<file path="config.mk">
export PLATFORM = sky130hd
export DESIGN_NAME = vjtag_cmd_ctrl
export DESIGN_NICKNAME = d
export VERILOG_FILES = /design/src/rtl/vjtag_cmd_ctrl.sv
export SDC_FILE = /design/constraint.sdc
export NUM_CORES = 1
export LEC_CHECK = 0
export ABC_AREA = 1
export BUFFER_PORTS_ARGS = -buffer_cell sky130_fd_sc_hd__buf_2
export CAP_MARGIN = 30
export CORE_MARGIN = 5
export CORE_UTILIZATION = 51
export DETAILED_ROUTE_END_ITERATION = 6
export HOLD_SLACK_MARGIN = 0.02
export PLACE_DENSITY = 0.79
export SETUP_SLACK_MARGIN = 0.1
export SYNTH_ARGS = -nofsm -noshare
export SYNTH_HDL_FRONTEND = slang
export SYNTH_SLANG_ARGS = --single-unit
</file>
<file path="constraint.sdc">
create_clock -name tck -period 3.8 [get_ports tck]
set_input_delay 0.19 -clock tck [delete_from_list [all_inputs] [get_ports tck]]
set_output_delay 0.19 -clock tck [all_outputs]
set_load 0.05 [all_outputs]
</file>
<file path="src/rtl/vjtag_cmd_ctrl.sv">
// Command controller behind the 4-bit-IR virtual JTAG node. Decodes the IR, owns the DR
// shift register, turns completed DR scans into bus writes and prefetched reads.
// Runs entirely in the tck domain.
module vjtag_cmd_ctrl #(
    parameter int unsigned DATA_W = 32,
    parameter int unsigned ADDR_W = 8,
    parameter int unsigned RD_LAT = 1
) (
    input  logic              tck,
    input  logic              rst,
    input  logic              tdi,
    output logic              tdo,
    input  logic [3:0]        ir_in,
    output logic [3:0]        ir_out,
    input  logic              virtual_state_cdr,
    input  logic              virtual_state_sdr,
    input  logic              virtual_state_e1dr,
    input  logic              virtual_state_pdr,
    input  logic              virtual_state_e2dr,
    input  logic              virtual_state_udr,
    input  logic              virtual_state_cir,
    input  logic              virtual_state_uir,
    output logic              wr_en,
    output logic [ADDR_W-1:0] wr_addr,
    output logic [DATA_W-1:0] wr_data,
    output logic              rd_en,
    output logic [ADDR_W-1:0] rd_addr,
    input  logic [DATA_W-1:0] rd_data
);

    typedef enum logic [1:0] {StIdle, StReq, StWait, StReady} rd_state_e;

    localparam int unsigned CNT_W = $clog2(DATA_W + 2);
    localparam logic [CNT_W-1:0] CNT_FULL = CNT_W'(DATA_W);
    localparam logic [CNT_W-1:0] CNT_SAT  = CNT_W'(DATA_W + 1);

    localparam logic [3:0] IR_WR_ADDR = 4'd1;
    localparam logic [3:0] IR_WR_DATA = 4'd2;
    localparam logic [3:0] IR_RD_DATA = 4'd3;
    localparam logic [3:0] IR_CLR_ERR = 4'd4;

    logic [DATA_W-1:0] sr_q;
    logic [DATA_W-1:0] rd_hold_q;
    logic [CNT_W-1:0]  cnt_q;
    logic [ADDR_W-1:0] addr_q, addr_d;
    logic              err_q;
    logic              wr_seen_q;
    logic [2:0]        lat_q;
    rd_state_e         state_q, state_d;

    logic is_wr_addr, is_wr_data, is_rd_data, is_clr_err, is_byp, is_dr_cmd;
    logic cnt_ok, upd_wr_addr, upd_wr_data, upd_rd_data, upd_bad;
    logic rd_busy, rd_ready, lat_done;
    logic unused_strobes;

    // Pause/exit strobes carry no meaning for this node.
    assign unused_strobes = ^{virtual_state_e1dr, virtual_state_pdr, virtual_state_e2dr};

    assign is_wr_addr = (ir_in == IR_WR_ADDR);
    assign is_wr_data = (ir_in == IR_WR_DATA);
    assign is_rd_data = (ir_in == IR_RD_DATA);
    assign is_clr_err = (ir_in == IR_CLR_ERR);
    assign is_dr_cmd  = is_wr_addr | is_wr_data | is_rd_data;
    assign is_byp     = ~(is_dr_cmd | is_clr_err);

    // A DR update only takes effect after exactly one full word was shifted.
    assign cnt_ok      = (cnt_q == CNT_FULL);
    assign upd_wr_addr = virtual_state_udr & is_wr_addr & cnt_ok;
    assign upd_wr_data = virtual_state_udr & is_wr_data & cnt_ok;
    assign upd_rd_data = virtual_state_udr & is_rd_data & cnt_ok;
    assign upd_bad     = virtual_state_udr & is_dr_cmd & ~cnt_ok;

    assign rd_busy  = (state_q == StReq) || (state_q == StWait);
    assign rd_ready = (state_q == StReady);
    assign lat_done = (lat_q == 3'(RD_LAT));
    assign rd_en    = (state_q == StReq);

    // Next bus address: loaded on WR_ADDR, post-incremented (wrapping) on data accesses.
    always_comb begin
        addr_d = addr_q;
        if (upd_wr_addr) begin
            addr_d = sr_q[ADDR_W-1:0];
        end else if (upd_wr_data || upd_rd_data) begin
            addr_d = addr_q + ADDR_W'(1);
        end
    end

    // Read prefetch FSM next state; later assignments take precedence.
    always_comb begin
        state_d = state_q;
        case (state_q)
            StReq:   state_d = StWait;
            StWait:  if (lat_done) state_d = StReady;
            default: ;
        endcase
        if (upd_rd_data || (upd_wr_addr && rd_busy)) begin
            state_d = StReq;
        end
        if (virtual_state_uir) begin
            if (!is_rd_data) begin
                state_d = StIdle;
            end else if (state_q == StIdle) begin
                state_d = StReq;
            end
        end
    end

    // Read FSM state, latency counter, request address and prefetched data.
    always_ff @(posedge tck or posedge rst) begin
        if (rst) begin
            state_q   <= StIdle;
            lat_q     <= 3'd0;
            rd_addr   <= '0;
            rd_hold_q <= '0;
        end else begin
            state_q <= state_d;
            if (state_d == StReq) begin
                rd_addr <= addr_d;
            end
            if (state_q == StReq) begin
                lat_q <= 3'd1;
            end else if ((state_q == StWait) && !lat_done) begin
                lat_q <= lat_q + 3'd1;
            end
            if ((state_q == StWait) && lat_done) begin
                rd_hold_q <= rd_data;
            end
        end
    end

    // DR shift/capture/update datapath, status flags and write strobe; udr > cdr > sdr.
    always_ff @(posedge tck or posedge rst) begin
        if (rst) begin
            tdo       <= 1'b0;
            ir_out    <= 4'b0001;
            wr_en     <= 1'b0;
            wr_addr   <= '0;
            wr_data   <= '0;
            addr_q    <= '0;
            sr_q      <= '0;
            cnt_q     <= '0;
            err_q     <= 1'b0;
            wr_seen_q <= 1'b0;
        end else begin
            wr_en  <= 1'b0;
            addr_q <= addr_d;
            if (virtual_state_udr) begin
                if (upd_wr_data) begin
                    wr_en     <= 1'b1;
                    wr_addr   <= addr_q;
                    wr_data   <= sr_q;
                    wr_seen_q <= 1'b1;
                end
                if (upd_bad) begin
                    err_q <= 1'b1;
                end
                if (is_clr_err) begin
                    err_q     <= 1'b0;
                    wr_seen_q <= 1'b0;
                end
            end else if (virtual_state_cdr) begin
                cnt_q <= '0;
                if (is_rd_data) begin
                    // Reading before the prefetch landed returns stale data and flags it.
                    sr_q <= rd_hold_q;
                    if (!rd_ready) begin
                        err_q <= 1'b1;
                    end
                end else begin
                    sr_q <= '0;
                end
            end else if (virtual_state_sdr) begin
                if (cnt_q != CNT_SAT) begin
                    cnt_q <= cnt_q + CNT_W'(1);
                end
                if (is_byp) begin
                    // The tdo flop doubles as the 1-bit bypass register.
                    tdo <= tdi;
                end else begin
                    tdo  <= sr_q[0];
                    sr_q <= {tdi, sr_q[DATA_W-1:1]};
                end
            end
            if (virtual_state_cir) begin
                ir_out <= {err_q, rd_ready, wr_seen_q, 1'b1};
            end
        end
    end

endmodule
</file>
# ---- Word-level counts from Yosys, hierarchy flattened
# Cells that the tools add are included.
dict set report totals {
  reg_bits 138
  inputBits 47
  output_inout_bits 55
  elab_cells 93
}
dict set report op_classes {
  addsub 3
  n_eq_ne 13
  muxes 28
  bitwise_logic 14
  reduce_logical 21
}
# cell count
set op_table {}
lappend op_table {{$mux 32} 4}
lappend op_table {{$mux 6} 3}
lappend op_table {{$mux 8} 2}
lappend op_table {{$reduce_bool 2->1} 7}
lappend op_table {{$mux 1} 11}
lappend op_table {{$mux 2} 5}
lappend op_table {{$reduce_and 3->1} 3}
lappend op_table {{$add 8x1->8 const B} 1}
lappend op_table {{$and 1x1->1} 8}
lappend op_table {{$eq 4x2->1 const B} 2}
lappend op_table {{$add 6x1->6 const B} 1}
lappend op_table {{$eq 6x6->1 const B} 1}
lappend op_table {{$mux 3} 2}
lappend op_table {{$ne 6x6->1 const B} 1}
lappend op_table {{$eq 2x1->1 const B} 2}
lappend op_table {{$eq 2x2->1 const B} 2}
lappend op_table {{$eq 4x1->1 const B} 1}
lappend op_table {{$eq 4x3->1 const B} 1}
lappend op_table {{$pmux 2 s2} 1}
lappend op_table {{$reduce_and 2->1} 2}
lappend op_table {{$reduce_and 4->1} 1}
lappend op_table {{$add 3x1->3 const B} 1}
lappend op_table {{$eq 3x1->1 const B} 1}
lappend op_table {{$logic_and 1x1->1} 3}
lappend op_table {{other kinds (7)} 13}

# ---- Longest topological paths before layout
# Gate-level depths: netlist of the first run.
dict set report logic_depth {
  ltp_word 10
  ltp_mapped 13
  depth_no_buf 12
}

# ---- Worst setup path after synthesis of the first run
# OpenSTA, ideal clock, no wires.
dict set report synth_path {
  path_type {flip-flop to flip-flop}
  startpoint {register cnt_q[0]}
  endpoint {register rd_addr[2]}
  arrival_time_ns 1.467
  required_ns 3.682
  slack_ns 2.215
  path_stages_with_launch 13
  n_path_buf 1
  period_less_slack_ns 1.585
  path_cell_list {dfrtp_1 -> inv_1 -> ha_1 -> nand2_4 -> nor2_8 -> nand2_2 -> buf_6 -> nand3_2 -> nand2_4 -> inv_2 -> nand2_4 -> nand2_1 -> nand2_1}
}
dict set report synth_between {
  elab_chain_cells 9
  word_cells_on_any_way 14
}
# item line_no
set synth_lines {}
lappend synth_lines {{start: declaration} 44} ;# logic [CNT_W-1:0] cnt_q;
lappend synth_lines {{start signal: assignment} 174} ;# cnt_q <= cnt_q + CNT_W'(1);
lappend synth_lines {{$eq 6x6->1 (*)} 67} ;# assign cnt_ok = (cnt_q == CNT_FULL);
lappend synth_lines {{$and 1x1->1} 68} ;# assign upd_wr_addr = virtual_state_udr & is_wr_addr & cnt_ok;
lappend synth_lines {{$logic_and 1x1->1} 96} ;# if (upd_rd_data || (upd_wr_addr && rd_busy)) begin
lappend synth_lines {{$logic_or 1x1->1 (*)} 96}
lappend synth_lines {{$mux 2 (*)} 96}
lappend synth_lines {{$mux 2} 102} ;# end else if (state_q == StIdle) begin
lappend synth_lines {{$mux 2} 100} ;# if (!is_rd_data) begin
lappend synth_lines {{$mux 2 (*)} 99} ;# if (virtual_state_uir) begin
lappend synth_lines {{net state_d[0]} 49} ;# rd_state_e state_q, state_d;
lappend synth_lines {{$eq 2x1->1 (*)} 117} ;# if (state_d == StReq) begin
lappend synth_lines {{end signal: assignment} 118} ;# rd_addr <= addr_d;
lappend synth_lines {{end: declaration} 27} ;# output logic [ADDR_W-1:0] rd_addr,
# Mark *: on every way through the listed nets, which the timed path passes. The rest lies on a longest branch.
# A chain may end at the register's enable or synchronous reset.

# ---- Worst setup path after layout of the first run
dict set report layout_path {
  startpoint {register cnt_q[0]}
  endpoint {register rd_addr[1]}
}
dict set report layout_between {
  word_cells_on_any_way 14
}
# item line_no
set layout_rtl {}
lappend layout_rtl {{$eq 6x6->1 (*)} 67}
lappend layout_rtl {{$and 1x1->1 (on tied branches)} {69, 70}}
lappend layout_rtl {{$logic_or 1x1->1} 83} ;# end else if (upd_wr_data || upd_rd_data) begin
lappend layout_rtl {{$mux 8} 83}
lappend layout_rtl {{$mux 8 (*)} 81} ;# if (upd_wr_addr) begin
lappend layout_rtl {{net addr_d[1]} 45} ;# logic [ADDR_W-1:0] addr_q, addr_d;
# Marked as above.

==> results.yml, run 1 <==
outcome:
  outcome: "complete, no violations"
die:
  ioPinCount: 102
  die_h_um: 120
  die-area_um2: 14400
  dieWidth_um: 120
  row_count: 40
  start_util_pct: 51.8
  core_area_um2: 11900
layout:
  final_cell_mix: "dfrtp_1 (138), nand2_1 (136), buf_2 (97), inv_1 (90), nor2_1 (76)"
  fin_util_pct: 63.8
  area_growth_pct: 23.3
  drive_gt1_share_pct: 19.2
  nNetsFinal: 871
  final_common_cell: "dfrtp_1"
place:
  port_buffers: 97
  gp_congestion: 0.842
  hpwl_mm: 8.76
critical_path:
  start_kind: "flop"
  crit_family: "simple AND/OR/NAND/NOR gates"
  crit_chain: "inv_1, ha_1, nand2_4, nor2_8, nand2_4, nand2_4, nand2_1, nand3_1, nand2_1, nand2_1, nand2_1"
  path_depth: 11
  worst-path-buf-inv: 1
  worst_path_most_repeated_cell: "nand2_1"
  slowest_stage: "nand2_4"
  ff2ff_path_depth: 11
  critPathKind: "reg -> reg"
  r2r_setup_slack_ns: 1.53
  timing.rr.end: "rd_addr[1]$_DFFE_PP0N_"
  cp-end-kind: "flop"
  arrival_ns: 2.58
  critPathMaxStageDelay_ns: 0.49
  crit_end: "rd_addr[1]$_DFFE_PP0N_"
  rr_startpoint: "cnt_q[0]$_DFFE_PP0P_"
  crit_required_ns: 4.10
  crit_fanout: 90
  critical_path.startpoint: "cnt_q[0]$_DFFE_PP0P_"
timing:
  final-hold-violation-count: 0
  fmax_mhz: 440
  clock_skew_ns: 0.00865
  min_period_over_period_pct: 59.8
  worst_slew_pin_slew_ns: 0.902
  maxSlewViolCount: 0
  layout_min_cycle_time_ns: 2.27
  setup_viol: 0
  fin_setup_tns_ns: 0
  rsz0062_at_grt: "no"
  relSlewSlack_pct: 39.9
yosys:
  synthesis.area_um2: 6170
  synth_edf_count: 0
  syn_nets: 753
  yosysWarnings: 0
  synthCells: 696
  synth_sequential_area_ratio_pct: 56.0
  syn_avg_cell_area_um2: 8.86
  ys_async_sr_fraction_pct: 100
  ys_ff_latch: 138
  synthFlopType: "dfrtp_1"
  ys_types: 33
routing:
  wl_mm: 13.7
  drcViolationCount: 0
  avgRoutedWirePerCell_um: 14.0
  drt-pass1-iter-count: 5
  vias: 4920
  avgViaCountPerCell: 5.05
  ant_nets: 0
  drtIter0Drc: 291
global_route:
  antenna_found_initial: 1
  overflow: 0
  grt_pass1_wl_mm: 23.2
  gr-usage-all-layers_pct: 20.2
  grt_pass1_vias: 4790
  grt_start_max_net_pins: 91
power:
  vdd_drop_max_uv: 342
  power.leakage_uw: 0.00403
  p_per_area_nw_per_um2: 575
clock_tree:
  cts_made_buffers: 17
  cts.clk_slew.worst_paths_ns: 0.05
  clk_path_buf_depth: 2
  cts_tree: "built"
  clkLatencyLatePin_ns: 0.42
  ctsResizeCount: 0
  htree_levels: 4
  numClockSinks: 138
  cts-root-buf: "clkbuf_16"
  postCtsSetupBuffers: 0
job:
  drv_cap: 0
worst_hold_path:
  hp-class: "in -> reg"
==> what timing repair did <==
item,in CTS,in global routing
hold buffers,26,0
endpoints found under the hold margin,33,0
endpoints found under the setup margin,0,0
==> worst min-delay path, cell delays in order <==
cell and delay, ns:
buf_2 0.07, nor2_1 0.03, a21oi_1 0.11
==> metal layers <==
metal  vias up  GRT usage [%]  part of all wire (%)
met5         -              0                     0
met4         0           7.09                   1.3
met3        21           6.08                   5.9
met2       140           32.1                    48
met1      2285           26.4                    45
li1       2474              -                     -
==> kinds of logic after synthesis <==
logic type                 count (synthesis)  synth area share (%)
AOI/OAI and AO/OA                        152                  13.3
xor gates and xnor gates                   6                 0.852
adders and majority gates                 10                  2.03
buffers and inverters                    124                  8.32
DFF                                      138                  56.0
muxes                                      8                  1.46
other                                      1                0.0608
and+or+nand+nor                          257                  18.0
==> Yosys cell counts, types with 3 or more instances <==
cell      instances  area [µm²]
inv_1            91         342
o22ai_1          26         163
nand2_1         136         510
clkbuf_1          9        33.8
nor2_1           76         285
xor2_1            3        26.3
o31ai_1           3        22.5
o21ai_1          32         160
buf_4             4        30.0
o21ai_0          25         125
xnor2_1           3        26.3
nand3_1          27         135
nand2_2           3        18.8
buf_2            14        70.1
inv_2             3        11.3
dfrtp_1         138        3450
ha_1             10         125
nand2_4           5        56.3
mux2_2            8        90.1
a21oi_1          62         310
==> registers in the layout, indices dropped and copies added, names as in the netlist <==
| register | cells |
|---|---|
| wr_seen_q | 1 |
| err_q | 1 |
| lat_q | 3 |
| ir_out | 3 |
| sr_q | 32 |
| tdo | 1 |
| wr_data | 32 |
| wr_en | 1 |
| rd_hold_q | 32 |
| rd_addr | 8 |
| cnt_q | 6 |
| wr_addr | 8 |
| addr_q | 8 |
| state_q | 2 |
==> where the power goes <==
group,total (µW),switching [µW],internal [µW]
Combinational,892,576,316
Sequential,1870,107,1760
Clock,1610,582,1030
Total,4370,1260,3100
==> cell type report <==
type	instances	area, µm²
Antenna cell	2	5.00
Clock buffer	24	492
Clock inverter	7	90.1
Fill cell	994	4310
Inverter	94	357
Multi-Input combinational cell	434	2210
Sequential cell	138	3450
Tap cell	147	184
Timing Repair Buffer	129	816
==> worst min path at each step <==
stage                                 to         startpoint  cells after the start  slack (ns)
5_1_grt        rd_hold_q[17]$_DFFE_PP0P_        rd_data[17]                      3        0.04
3_5_place_dp   rd_hold_q[31]$_DFFE_PP0P_                rst                      2        0.16
2_1_floorplan      ir_out[3]$_DFFE_PP0P_  virtual_state_cir                      1        0.27
3_3_place_gp    rd_hold_q[5]$_DFFE_PP0P_         rd_data[5]                      2        0.42
6_report       rd_hold_q[27]$_DFFE_PP0P_        rd_data[27]                      3        0.04
4_1_cts        rd_hold_q[26]$_DFFE_PP0P_        rd_data[26]                      3        0.02
==> stage by stage <==
step,instance area [µm²],hold slack [ns],cells,power [µW],setup WS (ns)
after floorplan,6170,0.275,696,2550,1.89
after global placement,6740,0.422,915,2710,1.57
after detailed placement,6760,0.163,916,2760,1.53
after CTS,7600,0.0245,973,4400,1.51
after global routing,7600,0.0381,974,4610,1.27
final,7600,0.0372,975,4370,1.53
No activity file was read; power rests on OpenSTA's default activity.
==> run 2: changes to the inputs <==
Settings changed: ABC_AREA 1 to 0, CORE_UTILIZATION 51 to 57, PLACE_DENSITY 0.79 to 0.83.
Clock period 3.8 ns to 2.2 ns, I/O delays scaled along.
==> run 2 against run 1 <==
Via count up 3.4%. Die area down 7.5%. Routed wire length up 16%. Sequential power up 77%. Flip-flop and latch count unchanged. Critical endpoint is now wr_data[10]$_DFFE_PP0P_. Largest power group unchanged. Highest routed layer unchanged.
==> results.yml, run 2 <==
outcome:
  outcome: "complete, no violations"
power:
  finalPower_uw: 7430
  comb_power_share_pct: 18.6
  vdd_drop_max_uv: 530
  power_frac_seq_pct: 44.5
  p_sw_share_pct: 29.2
  p_int_uw: 5260
  power.leakage_uw: 0.00415
  p_per_area_nw_per_um2: 919
  power_switching_uw: 2170
  p_clk_share_pct: 36.9
clock_tree:
  cts_tree: "built"
  htree_levels: 4
  numClockSinks: 138
  cts-root-buf: "clkbuf_8"
  cts_made_buffers: 17
  clk_path_buf_depth: 2
  cts.clk_slew.worst_paths_ns: 0.06
  clkLatencyLatePin_ns: 0.52
global_route:
  grt_start_max_net_pins: 65
  gr-usage-all-layers_pct: 24.8
  overflow: 0
  grt_pass1_wl_mm: 25.9
  grt_pass1_vias: 5213
  antenna_found_initial: 0
place:
  hpwl_mm: 9.67
  gp_congestion: 0.856
  port_buffers: 97
timing:
  rsz0062_at_grt: "yes"
  layout_min_cycle_time_ns: 2.18
  maxSlewViolCount: 0
  min_period_over_period_pct: 98.9
  setup_viol: 0
  clock_skew_ns: 0.00780
  relSlewSlack_pct: 60.9
  fmax_mhz: 460
  worst_slew_pin_slew_ns: 0.586
  final-hold-violation-count: 0
critical_path:
  arrival_ns: 2.58
  critPathKind: "reg -> reg"
  crit_required_ns: 2.60
  crit_fanout: 14
  start_kind: "flop"
  cp-end-kind: "flop"
  ff2ff_path_depth: 8
routing:
  ant_nets: 0
  avgRoutedWirePerCell_um: 17.8
  drtIter0Drc: 365
  drcViolationCount: 0
  drt-pass1-iter-count: 7
  avgViaCountPerCell: 5.69
  wl_mm: 15.9
  vias: 5089
yosys:
  synth_most_common_cell: "dfrtp_1"
  yosys.area_share.simple_pct: 16.5
  syn_avg_cell_area_um2: 10.6
  synthesis.area_um2: 6330
  netlist_top_cells_count: "dfrtp_1 (138), nand2_1 (110), a21oi_1 (70)"
  synth.top_cell.area_share_pct: 54.6
  synth_top_family_by_area: "simple AND/OR/NAND/NOR gates"
  synth_adder_area_share_pct: 1.98
  synth_compound_area_share_pct: 10.4
  ys_top_cells_by_area: "dfrtp_1 (55%), mux2_4 (9.3%), nand2_1 (6.5%)"
  syn_nets: 651
  yosysWarnings: 0
  yosys.area.top_type: "dfrtp_1"
  synth_sequential_area_ratio_pct: 54.6
  synth_xor_area_share_pct: 0.415
  ys_async_sr_fraction_pct: 100
  ys_ff_latch: 138
  synth_edf_count: 0
  ys_types: 55
  synthFlopType: "dfrtp_1"
  synthMuxAreaShare_pct: 12.0
  synthCells: 594
layout:
  area_growth_pct: 27.8
  final_cell_mix: "dfrtp_1 (137), nand2_1 (110), buf_2 (97), a21oi_1 (70), nor2_1 (43)"
  drive_gt1_share_pct: 29.3
  fin_util_pct: 74.6
  nNetsFinal: 800
  antenna_cells: 0
  reg_top3: "rd_hold_q (32), sr_q (32), wr_data (32)"
  final_common_cell: "dfrtp_1"
worst_hold_path:
  hp-class: "in -> reg"
  whs_path_depth: 2
job:
  drv_cap: 0
die:
  row_count: 38
  die_h_um: 115
  ioPinCount: 102
  core_area_um2: 10800
  start_util_pct: 58.4
  die-area_um2: 13300
  dieWidth_um: 115
-- run 2: kinds of logic after synthesis --
kind of cell | after synthesis
AO/OA/AOI/OAI | 114
multiplexers | 55
flip-flops | 138
AND/OR/NAND/NOR | 227
XOR/XNOR | 3
other | 1
adder cells (fa/ha/maj) | 10
buffers and inverters | 46
-- run 2: layout make-up --
class,instances,area [µm²]
inverters,13,52.6
clock buffers,23,477
flip-flops and latches,138,3450
clock inverters,7,91.3
multi-input cells,410,2680
repair buffers,163,1160
well taps,140,175
fillers,738,2750
-- run 2: final timing paths --
kind                                                   to                startpoint  slack, ns
worst max-delay path              wr_data[10]$_DFFE_PP0P_      cnt_q[0]$_DFFE_PP0P_       0.02
worst min-delay path                 cnt_q[5]$_DFFE_PP0P_         virtual_state_cdr       0.05
worst max register to register    wr_data[10]$_DFFE_PP0P_      cnt_q[0]$_DFFE_PP0P_       0.02
worst min register to register   rd_hold_q[4]$_DFFE_PP0P_  rd_hold_q[4]$_DFFE_PP0P_       0.48
max in group asynchronous         wr_data[21]$_DFFE_PP0P_                       rst       1.26
min in group asynchronous       rd_hold_q[13]$_DFFE_PP0P_                       rst       0.21
-- run 2: power groups by stage --
stage	Sequential [µW]	Clock (µW)	Combinational [µW]
after floorplan	3290	0	879
after global placement	3300	0	1190
after detailed placement	3330	0	1260
after CTS	3300	2760	1360
after global routing	3350	2890	1540
final	3310	2740	1380
-- run 2: routing by layer --
layer | vias up | part of all wire [%] | track usage (%) | wire, µm
met5 | - | 0 | 0 | 0
met4 | 0 | 1.8 | 10.2 | 281
met3 | 35 | 6.9 | 5.63 | 1090
met2 | 200 | 51 | 41.4 | 8160
met1 | 2545 | 40 | 31.3 | 6380
li1 | 2309 | - | - | -
-- run 2: repair_timing --
action,in CTS,in global routing
hold endpoints to repair,62,0
gates cloned,1,0
hold buffers,38,0
pin swaps,2,1
resized for setup,11,10
endpoints found under the setup margin,52,46
buffers inserted,2,3
-- run 2: through the flow --
step / TNS (ns) / instances / cell area [µm²] / hold WS [ns] / setup slack, ns
2_1_floorplan: 0 / 594 / 6330 / 0.195 / 0.0573
3_3_place_gp: 0 / 820 / 7010 / 0.205 / 0.0483
3_5_place_dp: -1.40 / 820 / 7010 / 0.208 / -0.0563
4_1_cts: 0 / 891 / 8030 / 0.0220 / 0.0865
5_1_grt: 0 / 894 / 8090 / 0.0533 / 0.00808
6_report: 0 / 894 / 8090 / 0.0501 / 0.0242
-- run 2: critical path, stage by stage, from the launching register on --
cell and delay, ns:
dfrtp_1 0.40, inv_1 0.08, ha_2 0.19, nor4bb_4 0.24, buf_4 0.19, nand2_4 0.06, or3_4 0.40, buf_12 0.19
mux2_4 0.31
==> run 3: changes to the inputs <==
Settings changed: BUFFER_PORTS_ARGS -buffer_cell sky130_fd_sc_hd__buf_2 to -buffer_cell sky130_fd_sc_hd__buf_4, SLEW_MARGIN set to 5.
==> run 3 against run 2 <==
Critical path depth unchanged. Via count grew 0.57%. Routed wire length grew 0.28%. Combinational power hardly changed. Worst setup slack better by 0.055 ns. Flip-flop and latch count unchanged. Clock-buffer cell count down 5. Final area up 4.0%. Maximum frequency is 2.6% higher. Utilization increased by 3.0 points. Sequential power barely moved. Critical endpoint is now wr_data[14]$_DFFE_PP0P_. Largest cell class unchanged.
==> results.yml, run 3 (synthesized netlist as in run 2, its figures left out) <==
clock_tree:
  clkLatencyLatePin_ns: 0.53
  cts-root-buf: "clkbuf_8"
  cts_tree: "built"
  clk_path_buf_depth: 2
  cts.clk_slew.worst_paths_ns: 0.06
  cts_made_buffers: 17
  htree_levels: 4
  numClockSinks: 138
routing:
  wl_met1_mm: 6.42
  dr_wl_met2_mm: 7.99
  ant_nets: 0
  wl_mm: 16.0
  top_layer: "met4"
  drt-pass1-iter-count: 5
  avgViaCountPerCell: 5.72
  met3_length_mm: 1.12
  drtIter0Drc: 344
  vias: 5118
  drcViolationCount: 0
  avgRoutedWirePerCell_um: 17.8
job:
  drv_cap: 0
die:
  die_h_um: 115
  dieWidth_um: 115
  start_util_pct: 58.4
  core_area_um2: 10800
  ioPinCount: 102
  die-area_um2: 13300
  row_count: 38
power:
  p_sw_share_pct: 29.3
  p_int_uw: 5450
  power_frac_seq_pct: 43.0
  finalPower_uw: 7700
  p_per_area_nw_per_um2: 916
  vdd_drop_max_uv: 599
  power.leakage_uw: 0.00420
  p_clk_share_pct: 38.9
  power_switching_uw: 2250
  comb_power_share_pct: 18.2
place:
  hpwl_mm: 9.48
  port_buffers: 97
  gp_congestion: 0.848
  post-place-ws_ns: -0.0125
  dp.cells: 816
critical_path:
  crit_fanout: 7
  slowest_stage: "or3_4"
  critPathKind: "reg -> reg"
  critPathMaxStageDelay_ns: 0.47
  arrival_ns: 2.53
  start_kind: "flop"
  crit_required_ns: 2.61
  cp-end-kind: "flop"
  crit_chain: "inv_2, ha_4, nor4bb_4, buf_4, nand2_4, or3_4, clkbuf_16, mux2_4"
  worst-path-buf-inv: 3
  crit_family: "simple AND/OR/NAND/NOR gates"
timing:
  min_period_over_period_pct: 96.4
  final-hold-violation-count: 0
  relSlewSlack_pct: 51.9
  setup_viol: 0
  fmax_mhz: 471
  worst_slew_pin_slew_ns: 0.722
  setup_ws_ns: 0.0788
  layout_min_cycle_time_ns: 2.12
  maxSlewViolCount: 0
  fin_setup_tns_ns: 0
  rsz0062_at_grt: "yes"
  hold_slack_ns: 0.0737
  clock_skew_ns: 0.00523
layout:
  multi_input_area_um2: 2710
  area_growth_pct: 32.9
  drive_gt1_share_pct: 29.6
  final_cell_mix: "dfrtp_1 (137), buf_4 (113), nand2_1 (110), a21oi_1 (70), nor2_1 (43)"
  final_common_cell: "dfrtp_1"
  antenna_cells: 0
  fin_cells: 894
  layout.area.seq_um2: 3450
  nNetsFinal: 798
  reg_top3: "rd_hold_q (32), sr_q (32), wr_data (32)"
  fillers: 667
outcome:
  outcome: "complete, no violations"
global_route:
  antenna_found_initial: 0
  grt_start_max_net_pins: 139
  grt_pass1_wl_mm: 25.9
  grt_pass1_vias: 5296
  gr-usage-all-layers_pct: 25.0
  overflow: 0
worst_hold_path:
  hp-class: "in -> reg"
-- run 3: cell count changes in the layout (fill, tap and decap cells not counted), sizes merged --
| cell | previous run | this run |
|---|---|---|
| buf | 125 | 118 |
| clkbuf | 23 | 19 |
| dlygate4sd3 | 38 | 42 |
| clkinvlp | 2 | 5 |
| bufinv | 2 | 4 |
| inv | 12 | 14 |
-- run 3: cell type report --
type                       count  area share [%]
inverter                      13           0.625
tap                          140            2.08
multi-input combinational    410            32.2
timing repair buffer         161            16.6
clock inverter                14            2.32
sequential                   138            41.1
clock buffer                  18            5.09
-- run 3: layer usage --
metal	global-route usage, %	vias up
met4	10.2	0
met3	6.37	42
met2	42.0	236
li1	-	2308
met1	31.0	2532
met5	0	-
-- run 3: what timing repair did --
action                                  in CTS  in global routing
endpoints found under the setup margin      47                 55
gates cloned                                 1                  1
endpoints found under the hold margin      188                  0
hold buffers                                42                  0
buffers inserted                             1                  1
pin swaps                                    1                  3
gates resized for setup                     10                 17
-- run 3: power by group through the flow --
| stage | registers (µW) | clock network, µW | logic, µW |
|---|---|---|---|
| after floorplan | 3290 | 0 | 879 |
| after global placement | 3300 | 0 | 1210 |
| after detailed placement | 3340 | 0 | 1270 |
| after CTS | 3290 | 3020 | 1360 |
| after global routing | 3350 | 3130 | 1580 |
| final | 3310 | 2990 | 1400 |
-- run 3: final timing paths --
check | startpoint | to | slack [ns] | depth (start not counted)
min in group asynchronous | rst | rd_hold_q[13]$_DFFE_PP0P_ | 0.35 | 4
max in group asynchronous | rst | ir_out[2]$_DFFE_PP0P_ | 1.31 | 4
min reg2reg | rd_hold_q[16]$_DFFE_PP0P_ | rd_hold_q[16]$_DFFE_PP0P_ | 0.48 | 2
min | tdi | sr_q[31]$_DFFE_PP0P_ | 0.07 | 4
max | cnt_q[1]$_DFFE_PP0P_ | wr_data[14]$_DFFE_PP0P_ | 0.08 | 8
max reg2reg | cnt_q[1]$_DFFE_PP0P_ | wr_data[14]$_DFFE_PP0P_ | 0.08 | 8
-- run 3: through the flow --
step / utilization, % / instance area [µm²]
after floorplan: - / 6330
after global placement: 66.4 / 7200
after detailed placement: 66.4 / 7200
after CTS: 76.6 / 8310
after global routing: 77.6 / 8410
final: 77.6 / 8410
-- run 3: worst reg2reg max path: stages (launching register included) --
cell and delay, ns:
dfrtp_1 0.40, inv_2 0.09, ha_4 0.14, nor4bb_4 0.18
buf_4 0.17, nand2_4 0.05, or3_4 0.47, clkbuf_16 0.21
mux2_4 0.30
